$ cat config.mk
export PLATFORM = sky130hd
export DESIGN_NAME = relu_pipe_fix
export DESIGN_NICKNAME = d
export VERILOG_FILES = /design/src/rtl/relu_pipe_fix.sv
export SDC_FILE = /design/constraint.sdc
export NUM_CORES = 1
export LEC_CHECK = 0
export CAP_MARGIN = 20
export CELL_PAD_IN_SITES_DETAIL_PLACEMENT = 0
export CELL_PAD_IN_SITES_GLOBAL_PLACEMENT = 1
export CORE_ASPECT_RATIO = 0.9
export CORE_MARGIN = 4
export CORE_UTILIZATION = 41
export CTS_CLUSTER_DIAMETER = 150
export DETAILED_ROUTE_END_ITERATION = 8
export PLACE_DENSITY_LB_ADDON = 0.2
export SYNTH_ARGS = -nofsm -noshare
export SYNTH_HDL_FRONTEND = slang
export SYNTH_SLANG_ARGS = --single-unit
export TNS_END_PERCENT = 10
$ cat constraint.sdc
create_clock -name clk -period 3.73 [get_ports clk]
set_input_delay 1.119 -clock clk [delete_from_list [all_inputs] [get_ports clk]]
set_output_delay 1.119 -clock clk [all_outputs]
set_load 0.02 [all_outputs]
$ cat src/rtl/relu_pipe_fix.sv
// relu_pipe_fix: two-stage multi-lane fixed-point activation (pass/ReLU/leaky/clip).
// Define ACT_STATS_EN to enable the saturating zero-lane counter on zero_cnt.
module relu_pipe_fix #(
  parameter int WIDTH      = 16,
  parameter int LANES      = 4,
  parameter int LEAK_SHIFT = 3
) (
  input  logic                   clk,
  input  logic                   rst_n,
  input  logic [1:0]             mode,
  input  logic [WIDTH-1:0]       clip_val,
  input  logic                   in_valid,
  output logic                   in_ready,
  input  logic [LANES*WIDTH-1:0] in_data,
  output logic                   out_valid,
  input  logic                   out_ready,
  output logic [LANES*WIDTH-1:0] out_data,
  output logic [31:0]            zero_cnt
);

  logic                   r_s1_valid;
  logic [LANES*WIDTH-1:0] r_s1_data;
  logic [1:0]             r_s1_mode;
  logic [WIDTH-1:0]       r_s1_clip;
  logic                   r_s2_valid;
  logic [LANES*WIDTH-1:0] r_s2_data;

  logic                   w_s1_load;
  logic                   w_s2_load;
  logic [LANES*WIDTH-1:0] w_act;

  function automatic logic [WIDTH-1:0] f_act(
    input logic signed [WIDTH-1:0] x,
    input logic        [1:0]       m,
    input logic signed [WIDTH-1:0] c
  );
    logic [WIDTH-1:0] y;
    y = x;
    unique case (m)
      2'd0: y = x;
      2'd1: y = x[WIDTH-1] ? '0 : x;
      2'd2: y = x[WIDTH-1] ? WIDTH'(x >>> LEAK_SHIFT) : x;
      2'd3: begin
        if (x[WIDTH-1] || c[WIDTH-1]) y = '0;
        else if (x > c)               y = c;
        else                          y = x;
      end
    endcase
    return y;
  endfunction

  assign w_s2_load = !r_s2_valid || out_ready;
  assign w_s1_load = !r_s1_valid || w_s2_load;
  assign in_ready  = w_s1_load;
  assign out_valid = r_s2_valid;
  assign out_data  = r_s2_data;

  // apply the sampled mode to every lane of the S1 beat
  always_comb begin
    w_act = '0;
    for (int i = 0; i < LANES; i++) begin
      w_act[i*WIDTH +: WIDTH] =
        f_act(r_s1_data[i*WIDTH +: WIDTH], r_s1_mode, r_s1_clip);
    end
  end

  // S1: capture raw beat with its mode and clamp
  always_ff @(posedge clk or negedge rst_n) begin
    if (!rst_n) begin
      r_s1_valid <= 1'b0;
      r_s1_data  <= '0;
      r_s1_mode  <= '0;
      r_s1_clip  <= '0;
    end else if (w_s1_load) begin
      r_s1_valid <= in_valid;
      if (in_valid) begin
        r_s1_data <= in_data;
        r_s1_mode <= mode;
        r_s1_clip <= clip_val;
      end
    end
  end

  // S2: hold activated result until downstream takes it
  always_ff @(posedge clk or negedge rst_n) begin
    if (!rst_n) begin
      r_s2_valid <= 1'b0;
      r_s2_data  <= '0;
    end else if (w_s2_load) begin
      r_s2_valid <= r_s1_valid;
      if (r_s1_valid) r_s2_data <= w_act;
    end
  end

`ifdef ACT_STATS_EN
  localparam int ZW = $clog2(LANES + 1);

  logic [31:0]   r_zero_cnt;
  logic [ZW-1:0] w_nz;
  logic [32:0]   w_sum;

  // number of zero lanes in the beat currently on the output
  always_comb begin
    w_nz = '0;
    for (int i = 0; i < LANES; i++) begin
      if (r_s2_data[i*WIDTH +: WIDTH] == '0) w_nz = w_nz + ZW'(1);
    end
    w_sum = {1'b0, r_zero_cnt} + 33'(w_nz);
  end

  // saturating accumulate on each completed output handshake
  always_ff @(posedge clk or negedge rst_n) begin
    if (!rst_n) begin
      r_zero_cnt <= '0;
    end else if (r_s2_valid && out_ready) begin
      r_zero_cnt <= w_sum[32] ? 32'hFFFF_FFFF : w_sum[31:0];
    end
  end

  assign zero_cnt = r_zero_cnt;
`else
  assign zero_cnt = '0;
`endif

endmodule

* Yosys cells after proc, flatten, opt, wreduce, memory -nomap -nowiden
Cells that the tools add are included.
** Storage, ports and cells
- Register bits after elaboration :: 148
- Output and inout bits :: 98
- Logic and storage cells :: 44
** Cells by class
- $lt $le $gt $ge :: 4
- Eq/ne operators :: 3
- Muxes and demuxes :: 20
- Reduce and logical (&&, ||, !) cells :: 11
** Operator list (number)
- case mux 16 bit (4 select lines) :: 4
- 2-to-1 mux 16 bit :: 12
- > comparator 16 bit :: 4
- 2-to-1 mux 15 bit :: 4
- logical OR 1 bit :: 6
- == test 2 bit (second input constant) :: 2
- AND reduction 2 bit :: 2
- == test 2 x 1 -> 1 bit (second input constant) :: 1
- logical NOT 1 bit :: 2
- logical NOT 2 bit :: 1

* Depth between registers and ports, before layout
Gate-level depths: netlist (run 1).
- Word-level depth :: 4
- Mapped depth :: 13
- Mapped depth without buffers :: 9

* Least setup slack after synthesis (run 1)
No wires, ideal clock.
- Path kind :: reg-to-reg
- Start point :: register r_s1_data[47]
- End point :: register r_s2_data[39] (netlist: out_data[39])
- Library setup time :: 124 ps
- Data arrival time :: 2945 ps
- Data required time :: 3606 ps
- Slack :: 661 ps
- Stages on the path, launching flop included :: 13
- Path buffers :: 3
- Clock period less this slack :: 3069 ps
- Cells stage by stage :: dfrtp_1 -> clkbuf_1 -> clkbuf_1 -> inv_1 -> ha_1 -> nand4b_4 -> nor4_2 -> a21boi_2 -> nor2_2 -> a211oi_4 -> buf_6 -> mux2i_1 -> or2_1
** Between the ends
- Cells in the longest elaborated chain, start to end :: 4
** Ends and longest elaborated chain
- from (decl) :: line 22 : logic [LANES*WIDTH-1:0] r_s1_data;
- from (signal assigned) :: line 77 : r_s1_data <= in_data;
- > comparator 16 bit :: line 45 : else if (x > c) y = c;
- 2-to-1 mux 16 bit :: line 45
- 2-to-1 mux 16 bit :: line 44 : if (x[WIDTH-1] || c[WIDTH-1]) y = '0;
- case mux 16 bit (4 select lines) (*) :: line 39 : unique case (m)
- to (signal assigned) :: line 91 : if (r_s1_valid) r_s2_data <= w_act;
- to (decl) :: line 26 : logic [LANES*WIDTH-1:0] r_s2_data;
Every way passes the cells marked *; elsewhere a longest branch is shown, timed or not.
A chain may end at the register's enable or synchronous reset.

* Worst setup path in the final report (run 1)
- Start point :: input port out_ready
- End point :: output port in_ready
** Between the ends
- Cells in the longest elaborated chain, start to end :: 2
** Ends and longest elaborated chain
- from (decl) :: line 16 : input logic out_ready,
- logical OR 1 bit :: line 52 : assign w_s2_load = !r_s2_valid || out_ready;
- logical OR 1 bit :: line 53 : assign w_s1_load = !r_s1_valid || w_s2_load;
- to (decl) :: line 13 : output logic in_ready,
Every way passes these cells.

==> flow_summary_export.csv, run 1 <==
group,metric,value,unit
setup_path,worst-path-stages,3,
global_routing,antenna_found_initial,0,
layout,drive_above_1_share,0.167,
setup_path,cp_top_family,"buffers and inverters",
detailed_routing,drt_iter0_drc,730,
global_routing,grtUsageTotal,0.247,
detailed_routing,top_layer,"met4",
logic_synthesis,ys_top_cells_by_count,"dfrtp_1 (148), a21oi_1 (91), mux2_2 (82), nand2_1 (77), ha_1 (68)",
layout,nets,1322,
layout,syn2layout_area_growth,27.0,%
setup_path,critPathCapture,"in_ready",
global_routing,grt_max_degree,73,
timing,fin_skew,0.00938,ns
logic_synthesis,synth-seq-area-share,0.383,
timing,setup_violations,0,
setup_path,end_kind,"primary output",
logic_synthesis,synth_area,9680,µm²
clock_network,cts_buffer_depth,2,
timing,final.period_utilization,0.951,
clock_network,cts_setup_buffers,0,
setup_path,criticalPathCategory,"input pin to primary output",
layout,n_fill_cell,2114,
floorplan,core_area,23300,µm²
detailed_routing,drc_errors,0,
setup_path,arrival,2.43,ns
detailed_routing,wl_per_cell,21.7,µm
power,powerDensity,583,nW/µm²
setup_path,rr_startpoint,"r_s1_clip[15]$_DFFE_PN0P_",
detailed_routing,avgViaCountPerCell,5.80,
timing,period_minus_slack,3.55,ns
logic_synthesis,synth_area_per_cell,9.58,µm²
layout,n_antenna_cell,0,
setup_path,startpoint_type,"input pin",
setup_path,max_stage_delay,0.64,ns
timing,rsz0062_at_grt,"false",
global_routing,grt_pass1_wl,50100,µm
logic_synthesis,synth.most_common_cell,"dfrtp_1",
clock_network,clk-insertion-delay-late,0.43,ns
power,leakage,5.24,nW
setup_path,startpoint,"out_ready",
logic_synthesis,synth.area.top_cells,"dfrtp_1 (38%), mux2_2 (9.5%), ha_1 (8.8%)",
clock_network,numCtsBuffers,17,
detailed_routing,first_pass_iters,5,
setup_path,crit_path_top_delay_cell,"clkdlybuf4s50_1",
logic_synthesis,synthDistinctLibCells,55,
floorplan,die_height,154,µm
timing,hold_viol,0,
power,ir_worst_vdd,313,µV
clock_network,cts_tree,"built",
clock_network,path_clk_slew,0.06,ns
timing,fin_setup_tns,0,ns
flow_run,max_cap_viol_count,0,
detailed_routing,met1Wirelength,14200,µm
timing,worstMarginPinSlew,1.17,ns
logic_synthesis,async_flop_share,1.00,
detailed_routing,drtAntennaViolNets,0,
hold_path,hold_depth,2,
floorplan,die_x,170,µm
clock_network,cts-root-buf,"clkbuf_16",
logic_synthesis,synth_top_area_share,0.383,
timing,timing.final.max_slew_violations,0,
logic_synthesis,ys.flop_type,"dfrtp_1",
global_routing,gr-total-overflow,0,
timing,max_freq,282,MHz
setup_path,cp_max_fo,3,
timing,relSlewSlack,0.220,
setup_path,crit_chain,"clkdlybuf4s50_1, nand3b_1, clkdlybuf4s50_1",
setup_path,path_buf_inv,2,
global_routing,first_global_vias,8537,
setup_path,r2r_slack,0.47,ns
floorplan,rows,53,
timing,whs,0.499,ns
detailed_routing,met3WireLength,2120,µm
place,io_buffers,151,
hold_path,hp-class,"flip-flop to flip-flop",
setup_path,path_common_cell,"clkdlybuf4s50_1",
detailed_routing,drt-total-wl,32200,µm
floorplan,start_util,0.416,
detailed_routing,route.met2.wl,14800,µm
place,globalplace.congestion,0.903,
logic_synthesis,syn_inst,1011,
place,place_hpwl,22800,µm
floorplan,dieArea,26100,µm²
logic_synthesis,synth-edff-count,0,
clock_network,cts-hold-fix-buffers,0,
logic_synthesis,yosys_warnings,0,
clock_network,cts_resized,0,
run_status,status,"finished, final reports clean",
setup_path,required,2.61,ns
clock_network,cts-htree-levels,4,
clock_network,cts_sinks,148,
setup_path,reg2reg_depth,9,
logic_synthesis,ys_ff_latch,148,
setup_path,rr_endpoint,"out_data[6]$_DFFE_PN0P_",
floorplan,ios,184,
logic_synthesis,synth_top_area_cell,"dfrtp_1",
detailed_routing,vias,8597,
## cell families (layout without fill, tap and decap cells)
group | Yosys count | after routing | share of synthesized area
buf+inv | 134 | 273 | 0.0681
compound gates | 323 | 323 | 0.217
fa+ha+maj | 68 | 68 | 0.0879
simple gates | 212 | 212 | 0.104
flops | 148 | 148 | 0.383
other cells | 1 | 32 | 0.000387
mux | 125 | 125 | 0.140
## placed cells by master (no fill, tap or decap), types with 13 or more instances in the layout
| cell | n |
|---|---|
| clkdlybuf4s50_1 | 150 |
| dfrtp_1 | 147 |
| a21oi_1 | 91 |
| mux2_2 | 82 |
| nand2_1 | 75 |
| ha_1 | 68 |
| o21ai_0 | 66 |
| nor2_1 | 63 |
| buf_4 | 53 |
| mux2i_1 | 43 |
| inv_1 | 32 |
| conb_1 | 32 |
| o22ai_1 | 29 |
| a221oi_1 | 26 |
| o211ai_1 | 24 |
| clkbuf_16 | 17 |
| a211o_1 | 15 |
| o221ai_1 | 14 |
| or3_1 | 14 |
| a21boi_0 | 13 |
## flip-flops by register name, indices dropped and copies added (netlist names)
name / cells
out_data: 64
out_valid: 1
r_s1_clip: 16
r_s1_data: 64
r_s1_mode: 2
r_s1_valid: 1
## routing by layer
metal	vias to the layer above	GRT usage
met2	323	0.385
met3	66	0.0571
li1	4001	-
met5	-	0
met1	4207	0.339
met4	0	0.0821
## through the flow
stage,instance area (µm²),setup slack [ns],power (W),utilization,cells
floorplan,9800,0.661,0.00406,-,1042
global placement,11700,0.206,0.00525,0.501,1451
detailed placement,11700,0.179,0.00529,0.501,1451
CTS,12300,0.176,0.00721,0.528,1483
global route,12300,0.118,0.00757,0.528,1483
finish,12300,0.182,0.00717,0.528,1483
## layout make-up
type / count / area, µm² / area share
multi-input combinational: 760 / 5450 / 0.443
sequential: 148 / 3700 / 0.301
clock buffer: 17 / 425 / 0.0346
clock inverter: 15 / 206 / 0.0168
tap: 302 / 378 / 0.0307
inverter: 32 / 120 / 0.00977
timing repair buffer: 209 / 2010 / 0.164
## tightest hold or removal path, cell delays in order, from the launching register on
cell,delay (ns)
dfrtp_1,0.35
nand2_1,0.05
o31ai_1,0.06
## report_power, final
part	switching (W)	internal (W)	leakage (nW)	total [W]
Sequential	0.000409	0.00195	1.75	0.00236
Combinational	0.00159	0.00133	3.18	0.00293
Clock	0.000797	0.00109	0.314	0.00189
## how the worst min path moves through the flow
stage,start,end
finish,out_data[15]$_DFFE_PN0P_,out_data[15]$_DFFE_PN0P_
global route,r_s1_clip[15]$_DFFE_PN0P_,r_s1_clip[15]$_DFFE_PN0P_
CTS,out_data[15]$_DFFE_PN0P_,out_data[15]$_DFFE_PN0P_
detailed placement,out_data[15]$_DFFE_PN0P_,out_data[15]$_DFFE_PN0P_
global placement,out_data[15]$_DFFE_PN0P_,out_data[15]$_DFFE_PN0P_
floorplan,r_s1_valid$_DFFE_PN0N_,out_valid$_DFFE_PN0P_
(Power assumes the default switching activity.)
==> inputs of run 2 (changes only) <==
Settings changed: CELL_PAD_IN_SITES_DETAIL_PLACEMENT 0 to default, CELL_PAD_IN_SITES_GLOBAL_PLACEMENT 1 to default, CORE_UTILIZATION 41 to 53.
==> run 2 against run 1 <==
Net effect:
- largest power group unchanged
- wire length fell by 7.8%
- critical path depth unchanged
- global-route usage increased by 4.6 points
- worst hold slack about the same
- first-iteration DRC count up 28%
- clock skew is 0.0021 ns lower
- non-clock buffer count decreased by 20
- via count increased by 2.4%
- design area down 1.8%
- maximum frequency increased by 0.36%
- clock power barely moved
==> flow_summary_export.csv, run 2 (same netlist as run 1, synthesis figures left out) <==
group,metric,value,unit
run_status,status,"finished, final reports clean",
hold_path,hold_depth,2,
place,io_buffers,151,
timing,worstMarginPinSlew,0.905,ns
clock_network,cts-root-buf,"clkbuf_16",
setup_path,startpoint,"out_ready",
clock_network,clk-insertion-delay-late,0.43,ns
power,p_int,0.00440,W
clock_network,cts-hold-fix-buffers,0,
global_routing,grt_max_degree,59,
clock_network,numCtsBuffers,17,
power,pwr-share-seq,0.336,
power,leakage,5.14,nW
layout,final_common_cell,"clkdlybuf4s50_1",
floorplan,start_util,0.544,
hold_path,hp-class,"flip-flop to flip-flop",
layout,layout_common_cells,"clkdlybuf4s50_1 (150), dfrtp_1 (147), a21oi_1 (91)",
timing,max_freq,283,MHz
global_routing,grt_pass1_wl,46300,µm
timing,final.period_utilization,0.948,
detailed_routing,drc_errors,0,
timing,rsz0062_at_grt,"false",
place,place_hpwl,20300,µm
detailed_routing,drtAntennaViolNets,0,
clock_network,path_clk_slew,0.06,ns
clock_network,cts_setup_buffers,0,
power,clockPowerShare,0.265,
hold_path,hold_end,"out_data[15]$_DFFE_PN0P_",
layout,n_antenna_cell,0,
power,power,0.00711,W
setup_path,arrival,2.42,ns
clock_network,cts_resized,0,
clock_network,cts-htree-levels,4,
timing,timing.final.max_slew_violations,0,
layout,drive_above_1_share,0.152,
setup_path,r2r_slack,0.53,ns
clock_network,cts_tree,"built",
power,powerDensity,589,nW/µm²
timing,relSlewSlack,0.395,
setup_path,startpoint_type,"input pin",
timing,period_minus_slack,3.54,ns
global_routing,antenna_found_initial,0,
detailed_routing,wl_per_cell,21.2,µm
setup_path,criticalPathCategory,"input pin to primary output",
floorplan,rows,46,
detailed_routing,drt_iter0_drc,932,
global_routing,grtUsageTotal,0.292,
timing,setup_violations,0,
detailed_routing,avgViaCountPerCell,6.28,
floorplan,ios,184,
setup_path,rr_startpoint,"r_s1_clip[7]$_DFFE_PN0P_",
global_routing,first_global_vias,8419,
setup_path,reg2reg_depth,9,
hold_path,holdCritStartpoint,"out_data[15]$_DFFE_PN0P_",
power,ir_worst_vdd,355,µV
detailed_routing,drt-total-wl,29700,µm
place,globalplace.congestion,0.917,
global_routing,gr-total-overflow,0,
clock_network,cts_sinks,148,
detailed_routing,first_pass_iters,5,
setup_path,required,2.61,ns
power,p_sw,0.00271,W
floorplan,die_height,136,µm
setup_path,cp_max_fo,3,
detailed_routing,vias,8803,
timing,fin_setup_tns,0,ns
layout,nets,1302,
floorplan,die_x,150,µm
power,switching_share,0.382,
clock_network,cts_buffer_depth,2,
floorplan,dieArea,20500,µm²
timing,fin_skew,0.00732,ns
setup_path,rr_endpoint,"out_data[12]$_DFFE_PN0P_",
timing,hold_viol,0,
layout,syn2layout_area_growth,24.7,%
setup_path,end_kind,"primary output",
power,p_comb_frac,0.399,
flow_run,max_cap_viol_count,0,
floorplan,core_area,17800,µm²
[run 2: routing by layer]
metal	GRT usage	share of wire
met5	0	0
met4	0.108	0.030
met2	0.458	0.47
met3	0.0630	0.090
met1	0.401	0.41
[run 2: metrics by stage]
step	hold WS (ns)	utilization	worst slack [ns]	std cells	cell area, µm²
6_report	0.499	0.679	0.194	1401	12100
2_1_floorplan	0.471	-	0.661	1042	9800
3_3_place_gp	0.468	0.643	0.208	1369	11400
5_1_grt	0.532	0.679	0.152	1401	12100
4_1_cts	0.501	0.679	0.188	1401	12100
3_5_place_dp	0.484	0.643	0.188	1369	11400
[run 2: worst max-delay path by stage]
stage | end | slack [ns]
final | in_ready | 0.19
after global routing | in_ready | 0.15
after CTS | in_ready | 0.19
after detailed placement | in_ready | 0.19
after global placement | in_ready | 0.21
after floorplan | out_data[39]$_DFFE_PN0P_ | 0.66
[run 2: cell type report]
cell class,count,area [µm²]
Clock buffer,18,439
Clock inverter,14,198
Fill cell,1421,5710
Inverter,32,120
Multi-Input combinational cell,760,5450
Sequential cell,148,3700
Tap cell,240,300
Timing Repair Buffer,189,1860
[run 2: critical path, cell delays in order]
cell             delay, ns
clkdlybuf4s50_1       0.46
nand3b_1              0.19
clkdlybuf4s50_1       0.65
[run 2: power groups by stage]
| stage | clock, W | sequential, W | combinational (W) |
|---|---|---|---|
| floorplan | 0 | 0.00250 | 0.00156 |
| global placement | 0 | 0.00239 | 0.00272 |
| detailed placement | 0 | 0.00239 | 0.00278 |
| global route | 0.00198 | 0.00242 | 0.00307 |
| finish | 0.00188 | 0.00239 | 0.00284 |
| CTS | 0.00190 | 0.00237 | 0.00282 |
==> inputs of run 3 (changes only) <==
--- a/config.mk
+++ b/config.mk
@@ -12,4 +12,5 @@
 export CTS_CLUSTER_DIAMETER = 150
 export DETAILED_ROUTE_END_ITERATION = 8
+export GPL_TIMING_DRIVEN = 0
 export PLACE_DENSITY_LB_ADDON = 0.2
 export SYNTH_ARGS = -nofsm -noshare
==> constraint.sdc (replaced) <==
create_clock -name clk -period 3.73 [get_ports clk]
set_input_delay 0.746 -clock clk [delete_from_list [all_inputs] [get_ports clk]]
set_output_delay 0.746 -clock clk [all_outputs]
set_load 0.02 [all_outputs]
==> run 3 against run 2 <==
Net effect:
- wire length grew 7.7%
- clock-buffer cell count shrank 1
- global-route usage grew 2.3 points
- non-clock buffer count grew 67
- via count grew 3.6%
- maximum frequency shrank 3.3%
- cell count grew 4.9%
- register-to-register slack lost 0.45 ns
- combinational power grew 3%
- design area grew 1.7%
- clock skew grew 0.0017 ns
- critical endpoint is now out_data[14]$_DFFE_PN0P_
- largest power group unchanged
==> flow_summary_export.csv, run 3 (same netlist as run 1, synthesis figures left out) <==
group,metric,value,unit
global_routing,first_global_vias,8721,
clock_network,cts-htree-levels,4,
layout,fin_util,0.690,
timing,period_minus_slack,3.65,ns
detailed_routing,drt_iter0_drc,933,
detailed_routing,avgViaCountPerCell,6.21,
timing,fin_skew,0.00903,ns
global_routing,gr-total-overflow,0,
layout,layout_common_cells,"clkdlybuf4s50_1 (150), dfrtp_1 (148), a21oi_1 (91)",
setup_path,end_kind,"flip-flop",
hold_path,hp-class,"input pin to asynchronous set/reset pin",
detailed_routing,met1Wirelength,12900,µm
clock_network,path_clk_slew,0.06,ns
timing,worstMarginPinSlew,0.868,ns
layout,nets,1369,
detailed_routing,top_layer,"met4",
detailed_routing,vias,9121,
clock_network,cts_tree,"built",
flow_run,max_cap_viol_count,0,
timing,whs,0.258,ns
place,globalplace.congestion,0.951,
detailed_routing,drc_errors,0,
timing,rsz0062_at_grt,"true",
timing,setup_violations,0,
clock_network,clk-insertion-delay-late,0.44,ns
detailed_routing,drtAntennaViolNets,0,
clock_network,cts_sinks,148,
floorplan,start_util,0.544,
layout,drive_above_1_share,0.149,
floorplan,dieArea,20500,µm²
run_status,status,"finished, final reports clean",
timing,hold_viol,0,
timing,max_freq,274,MHz
detailed_routing,wl_per_cell,21.7,µm
setup_path,required,4.05,ns
layout,layout.cells.non_filler,1469,
timing,final.period_utilization,0.980,
clock_network,cts-root-buf,"clkbuf_16",
detailed_routing,first_pass_iters,9,
layout,final_common_cell,"clkdlybuf4s50_1",
power,ir_worst_vdd,353,µV
layout,n_fill_cell,1406,
timing,fin_setup_tns,0,ns
power,leakage,5.22,nW
global_routing,grt_pass1_wl,49100,µm
global_routing,antenna_found_initial,0,
detailed_routing,drt-total-wl,31900,µm
global_routing,grt_max_degree,96,
place,io_buffers,151,
floorplan,die_height,136,µm
clock_network,numCtsBuffers,17,
power,powerDensity,567,nW/µm²
clock_network,cts_buffer_depth,2,
timing,relSlewSlack,0.422,
timing,layout_setup_ws,0.0754,ns
layout,multi_input_area,5470,µm²
setup_path,startpoint_type,"flip-flop",
global_routing,grtUsageTotal,0.315,
floorplan,core_area,17800,µm²
floorplan,die_x,150,µm
place,preCtsSetupSlack,-0.315,ns
clock_network,cts-hold-fix-buffers,0,
place,dp_cells,1434,
timing,timing.final.max_slew_violations,0,
detailed_routing,met3WireLength,3250,µm
setup_path,arrival,3.97,ns
layout,syn2layout_area_growth,26.8,%
setup_path,cp_max_fo,13,
setup_path,criticalPathCategory,"flip-flop to flip-flop",
place,place_hpwl,22700,µm
floorplan,rows,46,
layout,seq_area,3700,µm²
floorplan,ios,184,
detailed_routing,route.met2.wl,14500,µm
run 3: cell types whose count changed in the layout (fill, tap and decap cells not counted), sizes merged:
cell / change
clkbuf: +60
buf: +6
clkinv: +5
inv: -4
bufinv: -3
clkinvlp: +3
diode: +1
run 3: area by class of cell:
cell class                 count  share of cell area
multi-input combinational    760               0.446
buffer                       101              0.0440
sequential                   148               0.302
antenna                        1            0.000204
tap                          240              0.0245
inverter                      32              0.0101
clock buffer                  17              0.0347
timing repair buffer         155               0.128
clock inverter                15              0.0108
run 3: final timing paths:
path | startpoint | endpoint | slack [ns] | cells after the start
setup / recovery | r_s1_data[15]$_DFFE_PN0P_ | out_data[14]$_DFFE_PN0P_ | 0.08 | 11
hold / removal | rst_n | r_s1_data[20]$_DFFE_PN0P_ | 0.26 | 1
min in group clk | r_s1_clip[15]$_DFFE_PN0P_ | r_s1_clip[15]$_DFFE_PN0P_ | 0.51 | 1
max in group asynchronous | rst_n | r_s1_data[47]$_DFFE_PN0P_ | 2.63 | 2
hold reg to reg | r_s1_clip[15]$_DFFE_PN0P_ | r_s1_clip[15]$_DFFE_PN0P_ | 0.51 | 1
setup reg to reg | r_s1_data[15]$_DFFE_PN0P_ | out_data[14]$_DFFE_PN0P_ | 0.08 | 11
run 3: stage by stage:
stage / instance area [µm²] / total power (W)
after floorplan: 9800 / 0.00406
after global placement: 11600 / 0.00516
after detailed placement: 11600 / 0.00522
after CTS: 12200 / 0.00689
after global routing: 12300 / 0.00730
final: 12300 / 0.00696
run 3: timing repair:
action	in CTS	in global routing
resized for setup	5	6
pin swaps	0	2
setup buffers	0	3
setup endpoints to repair	13	22
run 3: critical path, cell delays in order (launching register included):
cell and delay [ns]:
dfrtp_1 0.43, buf_2 0.29, clkinvlp_4 0.32, ha_1 0.39, nand4b_1 0.39, buf_4 0.27
a2111oi_4 0.39, nor3b_1 0.18, o21bai_1 0.25, clkbuf_4 0.23, o221ai_1 0.28, a21oi_1 0.11
run 3: routing by layer:
metal | track usage | up-vias
li1 | - | 4098
met1 | 0.428 | 4381
met2 | 0.492 | 545
met3 | 0.0643 | 97
met4 | 0.134 | 0
met5 | 0 | -
run 3: report_power, final:
group / switching [W] / internal, W
combinational: 0.00161 / 0.00132
sequential: 0.000437 / 0.00195
clock: 0.000735 / 0.000918
